$ cat src/rtl/coin_acceptor.sv
// rtl/coin_acceptor.sv - coin/cancel button front end: sync, debounce, one-pulse-per-press FSM
module coin_acceptor #(
    parameter int DB_CYCLES = 4
) (
    input  logic       clk,
    input  logic       reset,
    input  logic       btn5,
    input  logic       btn10,
    input  logic       btn20,
    input  logic       btn_cancel,
    input  logic       enable,
    output logic [1:0] coin,
    output logic       cancel_out,
    output logic       coin_reject,
    output logic [7:0] accept_count,
    output logic       busy
);

    typedef enum logic [1:0] {
        IDLE,
        PULSE,
        WAIT_RELEASE
    } state_t;

    // The counter has been incremented DB_CYCLES-1 times when it holds this value,
    // so the DB_CYCLES-th consecutive differing edge flips the level.
    localparam logic [7:0] DB_LAST = 8'(DB_CYCLES - 1);

    // Bit order everywhere: [0]=5 Rs, [1]=10 Rs, [2]=20 Rs, [3]=cancel
    logic [3:0] raw;
    logic [3:0] sync1;
    logic [3:0] sync2;
    logic [3:0] level;
    logic [7:0] db_cnt [4];

    state_t     state;

    logic       coin_any;
    logic       coin_multi;
    logic       any_level;
    logic [1:0] coin_code;

    assign raw = {btn_cancel, btn20, btn10, btn5};

    // Two-flop synchroniser per button
    always_ff @(posedge clk or negedge reset) begin
        if (!reset) begin
            sync1 <= '0;
            sync2 <= '0;
        end else begin
            sync1 <= raw;
            sync2 <= sync1;
        end
    end

    // Debounce: level follows sync2 only after DB_CYCLES consecutive differing edges
    always_ff @(posedge clk or negedge reset) begin
        if (!reset) begin
            level <= '0;
            for (int i = 0; i < 4; i++) begin
                db_cnt[i] <= '0;
            end
        end else begin
            for (int i = 0; i < 4; i++) begin
                if (sync2[i] == level[i]) begin
                    db_cnt[i] <= '0;
                end else if (db_cnt[i] == DB_LAST) begin
                    level[i]  <= sync2[i];
                    db_cnt[i] <= '0;
                end else begin
                    db_cnt[i] <= db_cnt[i] + 8'd1;
                end
            end
        end
    end

    assign any_level  = |level;
    assign coin_any   = |level[2:0];
    assign coin_multi = (level[0] & level[1]) | (level[0] & level[2]) | (level[1] & level[2]);
    // Valid only when exactly one coin level is high: 5->01, 10->10, 20->11
    assign coin_code  = {level[2] | level[1], level[2] | level[0]};

    // Press FSM with registered single-cycle outputs and the accepted-coin counter
    always_ff @(posedge clk or negedge reset) begin
        if (!reset) begin
            state        <= IDLE;
            coin         <= 2'b00;
            cancel_out   <= 1'b0;
            coin_reject  <= 1'b0;
            accept_count <= 8'd0;
        end else begin
            coin        <= 2'b00;
            cancel_out  <= 1'b0;
            coin_reject <= 1'b0;
            case (state)
                IDLE: begin
                    if (level[3]) begin
                        cancel_out <= 1'b1;
                        state      <= PULSE;
                    end else if (coin_any) begin
                        if (!enable) begin
                            state <= WAIT_RELEASE;
                        end else if (coin_multi) begin
                            coin_reject <= 1'b1;
                            state       <= PULSE;
                        end else begin
                            coin         <= coin_code;
                            accept_count <= accept_count + 8'd1;
                            state        <= PULSE;
                        end
                    end
                end
                PULSE: begin
                    state <= WAIT_RELEASE;
                end
                WAIT_RELEASE: begin
                    if (!any_level) begin
                        state <= IDLE;
                    end
                end
                default: begin
                    state <= IDLE;
                end
            endcase
        end
    end

    assign busy = (state != IDLE);

endmodule

$ cat config.mk
export PLATFORM = sky130hd
export DESIGN_NAME = coin_acceptor
export DESIGN_NICKNAME = d
export VERILOG_FILES = /design/src/rtl/coin_acceptor.sv
export SDC_FILE = /design/constraint.sdc
export NUM_CORES = 1
export LEC_CHECK = 0
export ABC_AREA = 1
export CORE_ASPECT_RATIO = 0.6
export CORE_MARGIN = 5
export CORE_UTILIZATION = 35
export DETAILED_ROUTE_END_ITERATION = 7
export GPL_TIMING_DRIVEN = 0
export PLACE_DENSITY_LB_ADDON = 0.05
export SLEW_MARGIN = 20
export SYNTH_ARGS = -nofsm -noshare
export SYNTH_HDL_FRONTEND = slang
export SYNTH_SLANG_ARGS = --single-unit
$ cat constraint.sdc
create_clock -name clk -period 1.1 [get_ports clk]
set_input_delay 0.33 -clock clk [delete_from_list [all_inputs] [get_ports clk]]
set_output_delay 0.33 -clock clk [all_outputs]
set_load 0.01 [all_outputs]
==> results of run 1 <==
[worst register-to-register path: stages, from the launching register on]
cell and delay, ps:
dfrtp_1 380, nor2_2 120, inv_2 60, buf_6 110, nor2_4 130, inv_2 60, nor2_4 210, nand2_1 80
nand2_1 70
[power groups by stage]
stage	registers, uW	clock network [uW]	logic, uW
3_5_place_dp	2890	0	1740
4_1_cts	2870	2620	2370
5_1_grt	2990	2730	3030
6_report	2940	2530	2690
3_3_place_gp	2890	0	1730
2_1_floorplan	2860	0	1150
[path summary, 6_finish.rpt]
kind / start / endpoint / cells after the start
min in group asynchronous: reset / db_cnt[25] / 2
hold / removal: sync1[1] / sync2[1] / 0
setup / recovery: state[1] / busy / 3
setup reg to reg: state[1] / accept_count[6] / 8
hold reg to reg: sync1[1] / sync2[1] / 0
max in group asynchronous: reset / accept_count[2] / 3
[metal layers]
metal	vias to the layer above	track usage (%)	part of all wire (%)
met4	0	3.69	0.58
li1	1100	-	-
met1	1018	18.6	49
met5	-	0	0
met3	4	6.40	4.7
met2	30	19.3	45
[final cells by class]
cell class              count  area, um2
flip-flops and latches     58       1460
multi-input cells         209       1300
fillers                   706       3570
repair buffers             55        450
well taps                 104        130
clock buffers              12        256
inverters                  37        139
clock inverters             3       15.0
[state kept, by name, indices dropped and copies added (netlist names)]
register,cells
sync2,4
coin_reject,1
accept_count,8
coin,2
cancel_out,1
db_cnt,32
level,4
sync1,4
state,2
[layout by cell type, fill, tap and decap left out, types with 2 or more instances in the layout]
cell type / netlist / layout
clkinv_2: 0 / 3
inv_2: 4 / 9
buf_6: 0 / 9
xor2_2: 2 / 3
ha_4: 0 / 4
o21bai_1: 4 / 4
buf_2: 0 / 9
nand4_1: 10 / 10
a21oi_2: 0 / 2
a21oi_1: 11 / 9
inv_1: 33 / 28
nand2_1: 66 / 55
a31oi_1: 4 / 4
dfrtp_1: 58 / 52
nand3_2: 2 / 5
nand2_4: 0 / 3
nor2_4: 1 / 4
clkbuf_8: 0 / 2
xor2_1: 8 / 7
nor2_2: 1 / 9
dfrtp_2: 0 / 6
nor2_1: 59 / 48
buf_4: 0 / 30
nor3_2: 2 / 4
nor3_1: 4 / 2
clkdlybuf4s50_1: 0 / 4
clkbuf_16: 0 / 9
nor3b_2: 1 / 3
nand3_4: 0 / 3
nand3_1: 17 / 12
nand2_2: 1 / 9
xnor2_1: 3 / 3
[stage by stage]
| stage | setup TNS (ps) | instances | hold WS (ps) | cell area [um2] | util (%) |
|---|---|---|---|---|---|
| after detailed placement | -8950 | 427 | 234 | 3000 | 40.9 |
| after global placement | -141700 | 426 | 333 | 2980 | 40.6 |
| after global routing | -6980 | 478 | 349 | 3750 | 51.2 |
| after CTS | -3580 | 468 | 346 | 3540 | 48.4 |
| final | -3130 | 478 | 344 | 3750 | 51.2 |
| after floorplan | 0 | 303 | 34.4 | 2660 | - |
[logic make-up (layout without fill, tap and decap cells)]
| kind of cell | Yosys count | count (layout) | share of synthesized area, % |
|---|---|---|---|
| and+or+nand+nor | 168 | 169 | 28.0 |
| DFF | 58 | 58 | 54.6 |
| buffers and inverters | 37 | 107 | 5.23 |
| AOI/OAI and AO/OA | 22 | 22 | 4.99 |
| xor gates and xnor gates | 13 | 13 | 4.85 |
| adders and majority gates | 5 | 5 | 2.35 |
[timing repair]
action / CTS / global route
hold endpoints to repair: 19 / 0
pin swaps: 28 / 29
buffers inserted: 24 / 10
gates cloned: 1 / 0
setup endpoints to repair: 49 / 59
resized for setup: 90 / 35
hold buffers: 1 / 0
==> metrics.txt, run 1 <==
cell family with the largest share of critical-path delay flip-flops; Max-Cap Viols 0; P_sw 2770 uW; Avg Inst Size Synth 8.77 um2; CP Class reg2out; CTS tree yes; post-layout min period 1330 ps; I/O Pins 20; global-route wire length before repair 9.94 mm; post-synth cell types 26; CP Max Fanout 3; site row count 24; max incr delay on CP 380 ps; Reg clk slew, reported paths 50 ps; post-place setup slack -520 ps; sequential-to-total area share from yosys stat 54.6%; vias in the first global route 2,077; final number of hold-violating endpoints 0; Clk Latency, worst-skew pair 330 ps; router iterations before antenna repair 5; CP Buf/Inv Count 2; status complete, but fails checks; fin. max-slew vios 0; syn_nets 315; most common cell in the netlist nand2_1; part of the power in the clock network 31.0%; Initial Util 36.3%; DR vias 2,152; Netlist Area Pre-Place 2660 um2; register bit total from synthesis 58; Residual DRC 0; remaining antenna violation count 0; CP arrival 1000 ps; Sink Count 58; PwrDens 2170 nW/um2; antenna cell count 0; vias per cell 4.50; synth cell count leaders 66 x nand2_1, 59 x nor2_1, 58 x dfrtp_1; Tot Pwr 8160 uW; H-tree depth 3; internal power 5390 uW; r2r setup slk -200 ps; Synth async-reset ratio 100%; Die Wd 122 um; Max stage delay cell, worst path dfrtp_1; sequential share of power 36.0%; post-synth top area share 54.6%; Ys Warns 0; CTS Buf Count 9; DIE HEIGHT 77.5 um; wirelength, routed 5.91 mm; failing checks setup timing; Buffers on Ports 19; layout cells sized above 1 34.2%; Worst setup SP type register; period utilization 121%; dpl hpwl 3.56 mm; largest net degree at the start of global routing 40; Max rail drop VDD 0.00100 V; die area 9490 um2; wire length per cell 12.4 um; Initial DRC Count 107; clk_skew 7.73 ps; setup slack after layout -232 ps; Core ar. 7330 um2; Logic pwr share 33.0%; endpoints failing setup 43; CP Cell Sequence nor2_2 -> inv_2 -> buf_6; antenna violations before repair 0; Worst Setup End Kind output pin; gr ovfl total 0; Synth area leaders dfrtp_1 55%, nand2_1 9.3%, nor2_1 8.3%; Slew headroom 81.4%; cell count after synthesis 303; LEAKAGE 0.00184 uW; gpl congestion 0.810; Net Sw Frac 33.9%; Worst Path Required 770 ps; Yosys top cell by area dfrtp_1; Final #Nets 382; Post-synth EDFFs 0; RSZ-0062 raised after global routing yes; maximum clock frequency 751 MHz; Area Growth Syn to Fin 41.2%; clk root buf clkbuf_16; worst slew pin tran 279 ps; Global Route Usage Sum 13.6%; Max Buffers Root-to-Sink 2; HP Class reg2reg; predominant post-synthesis flop cell dfrtp_1
No activity file was read; power rests on OpenSTA's default activity.
==> run 2: changes to the inputs <==
--- a/config.mk
+++ b/config.mk
@@ -9,6 +9,7 @@
 export CORE_ASPECT_RATIO = 0.6
 export CORE_MARGIN = 5
 export CORE_UTILIZATION = 35
+export CTS_CLUSTER_SIZE = 16
 export DETAILED_ROUTE_END_ITERATION = 7
 export GPL_TIMING_DRIVEN = 0
 export PLACE_DENSITY_LB_ADDON = 0.05
==> results of run 2 <==
Same layout as run 1: the final DEF is identical, and so are final timing and power.
==> run 3: changes to the inputs <==
--- a/config.mk
+++ b/config.mk
@@ -6,12 +6,14 @@
 export NUM_CORES = 1
 export LEC_CHECK = 0
 export ABC_AREA = 1
+export CELL_PAD_IN_SITES_DETAIL_PLACEMENT = 2
+export CELL_PAD_IN_SITES_GLOBAL_PLACEMENT = 2
 export CORE_ASPECT_RATIO = 0.6
 export CORE_MARGIN = 5
-export CORE_UTILIZATION = 35
+export CORE_UTILIZATION = 32
 export CTS_CLUSTER_SIZE = 16
 export DETAILED_ROUTE_END_ITERATION = 7
-export GPL_TIMING_DRIVEN = 0
+export GPL_TIMING_DRIVEN = 1
 export PLACE_DENSITY_LB_ADDON = 0.05
 export SLEW_MARGIN = 20
 export SYNTH_ARGS = -nofsm -noshare
==> run 3 against run 2 <==
Net effect:
- the flow still finishes with violations (setup timing)
- sequential power grew 2%
- highest routed layer unchanged
- largest cell class is now multi-input combinational cells
- register-to-register slack lost 120 ps
- clock skew grew 4.7 ps
- cell area grew 19%
- die area grew 8.4%
- via count grew 23%
- routed wire length grew 110%
- core utilization grew 4.6 points
- combinational power grew 64%
- hold slack gained 12 ps
- first-iteration DRC count shrank 13%
==> metrics.txt, run 3 (synthesized netlist as in run 1, its figures left out) <==
post-place setup slack -409 ps (+110 ps); max reg flops 32 (unchanged); wirelength, routed 12.2 mm (+110%); global-route wire length before repair 14.6 mm (+47%); Critical Path Stages 6 (+3); Worst Setup End Kind register; vias per cell 4.95 (+10%); most frequent cells in the layout 66 x buf_4, 54 x nand2_1, 48 x dfrtp_1, 35 x nor2_1, 24 x inv_1; CP Buf/Inv Count 0 (-2); site row count 25 (+4.2%); CP Launch Point db_cnt[24]; reg2reg start db_cnt[24]; cell family with the largest share of critical-path delay simple AND/OR/NAND/NOR gates; Worst Path Required 1320 ps (+550 ps); Core ar. 7980 um2 (+8.9%); Final #Nets 434 (+14%); H-tree depth 3 (unchanged); Reg2Reg Depth 6 (-2); Max rail drop VDD 0.00153 V (+52%); Slew headroom 78.4% (-2.9 points); Worst setup endpoint db_cnt[30]; fin. max-slew vios 0 (unchanged); Clk Latency, worst-skew pair 340 ps (about the same); final non-filler cell total 535 (+12%); Reg clk slew, reported paths 60 ps (about the same); r2r setup slk -320 ps (-120 ps); Global Route Usage Sum 18.6% (+5.0 points); Sink Count 58 (unchanged); Max Buffers Root-to-Sink 2 (unchanged); CP Max Fanout 3 (unchanged); router iterations before antenna repair 4 (-1); largest net degree at the start of global routing 30 (-25%); I/O Pins 20 (unchanged); layout cells sized above 1 50.8% (+17 points); Max stage delay cell, worst path dfrtp_1; Largest regs db_cnt x32, accept_count x8; post-layout min period 1420 ps (+85.0 ps); clk root buf clkbuf_16; period utilization 129% (+7.7 points); Buffers on Ports 19 (unchanged); Initial DRC Count 93 (-13%); R2R Path End db_cnt[30]; worst slew pin tran 323 ps (+43.9 ps); failing checks setup timing; remaining antenna violation count 0 (unchanged); Area Growth Syn to Fin 67.4%; Worst setup SP type register; final number of hold-violating endpoints 0 (unchanged); gr ovfl total 0 (unchanged); setup slack after layout -317 ps (-85.0 ps); fillers 807 (+14%); CTS tree yes; PwrDens 2280 nW/um2 (+5.1%); status complete, but fails checks; die area 10,300 um2 (+8.4%); HP Class reg2reg; CP Class reg2reg; max incr delay on CP 410 ps (+30 ps); gpl congestion 0.719 (-11%); wire length per cell 22.8 um (+84%); CP Cell Sequence ha_2 -> nand4_1 -> nor2_1 -> nand2_1 -> nand2_1 -> nor2_1; DIE HEIGHT 80.6 um (+4.0%); Initial Util 33.3% (-3.0 points); maximum clock frequency 706 MHz (-6.0%); Biggest register db_cnt; Tot Pwr 10,200 uW (+25%); placed cell area 3420 um2 (+14%); endpoints failing setup 60 (+40%); Max-Cap Viols 0 (unchanged); Die Wd 128 um (+4.2%); RSZ-0062 raised after global routing yes; commonest non-fill, non-tap cell in the layout buf_4; Final Instance Area 4450 um2 (+19%); dpl cells 485 (+14%); clk_skew 12.5 ps (+4.73 ps); vias in the first global route 2,886 (+39%); dpl hpwl 5.57 mm (+56%); antenna cell count 0 (unchanged); LEAKAGE 0.00217 uW (+18%); Residual DRC 0 (unchanged); antenna violations before repair 0 (unchanged); CP arrival 1630 ps (+630 ps); CTS Buf Count 9 (unchanged); DR vias 2,650 (+23%)
run 3: layout make-up:
class	instances	area, um2	share of cell area (%)
clock buffer	14	274	6.16
clock inverter	2	10.0	0.225
inverter	37	141	3.18
multi-input combinational	208	1510	34.0
sequential	58	1460	32.9
tap	108	135	3.04
timing repair buffer	108	912	20.5
run 3: worst min-delay path by stage:
stage                     cells past startpoint         endpoint      from  slack, ps
after global placement                        1       db_cnt[17]     reset        240
final                                         0         sync2[1]  sync1[1]        360
after global routing                          0         sync2[1]  sync1[1]        360
after floorplan                               0  accept_count[0]     reset         30
after CTS                                     0         sync2[1]  sync1[1]        360
after detailed placement                      1       db_cnt[18]     reset        230
run 3: metrics by stage:
stage | util (%) | setup TNS, ps | hold WS [ps]
after floorplan | - | 0 | 34.4
after global placement | 42.8 | -6490 | 241
after CTS | 50.1 | -3490 | 361
after global routing | 55.8 | -11620 | 365
final | 55.8 | -8260 | 356
after detailed placement | 42.8 | -8000 | 233
run 3: where the power goes:
part,total (uW),internal (uW),switching (uW),leakage [uW]
sequential,2990,2530,459,0.000751
combinational,4420,2070,2350,0.00128
clock,2760,1700,1050,0.000143
run 3: routing by layer:
layer,vias to the layer above,share of wire (%),routed length [um],GRT usage (%)
met5,-,0,0,0
met4,0,2.0,242,4.77
met3,19,2.8,343,5.65
met2,51,52,6400,32.3
met1,1377,43,5220,22.6
li1,1203,-,-,-
run 3: what timing repair did:
item / 4_1_cts / 5_1_grt
hold endpoints to repair: 8 / 0
buffers inserted: 14 / 23
pin swaps: 26 / 30
gates resized for setup: 121 / 68
setup endpoints to repair: 60 / 62
hold buffers: 1 / 0
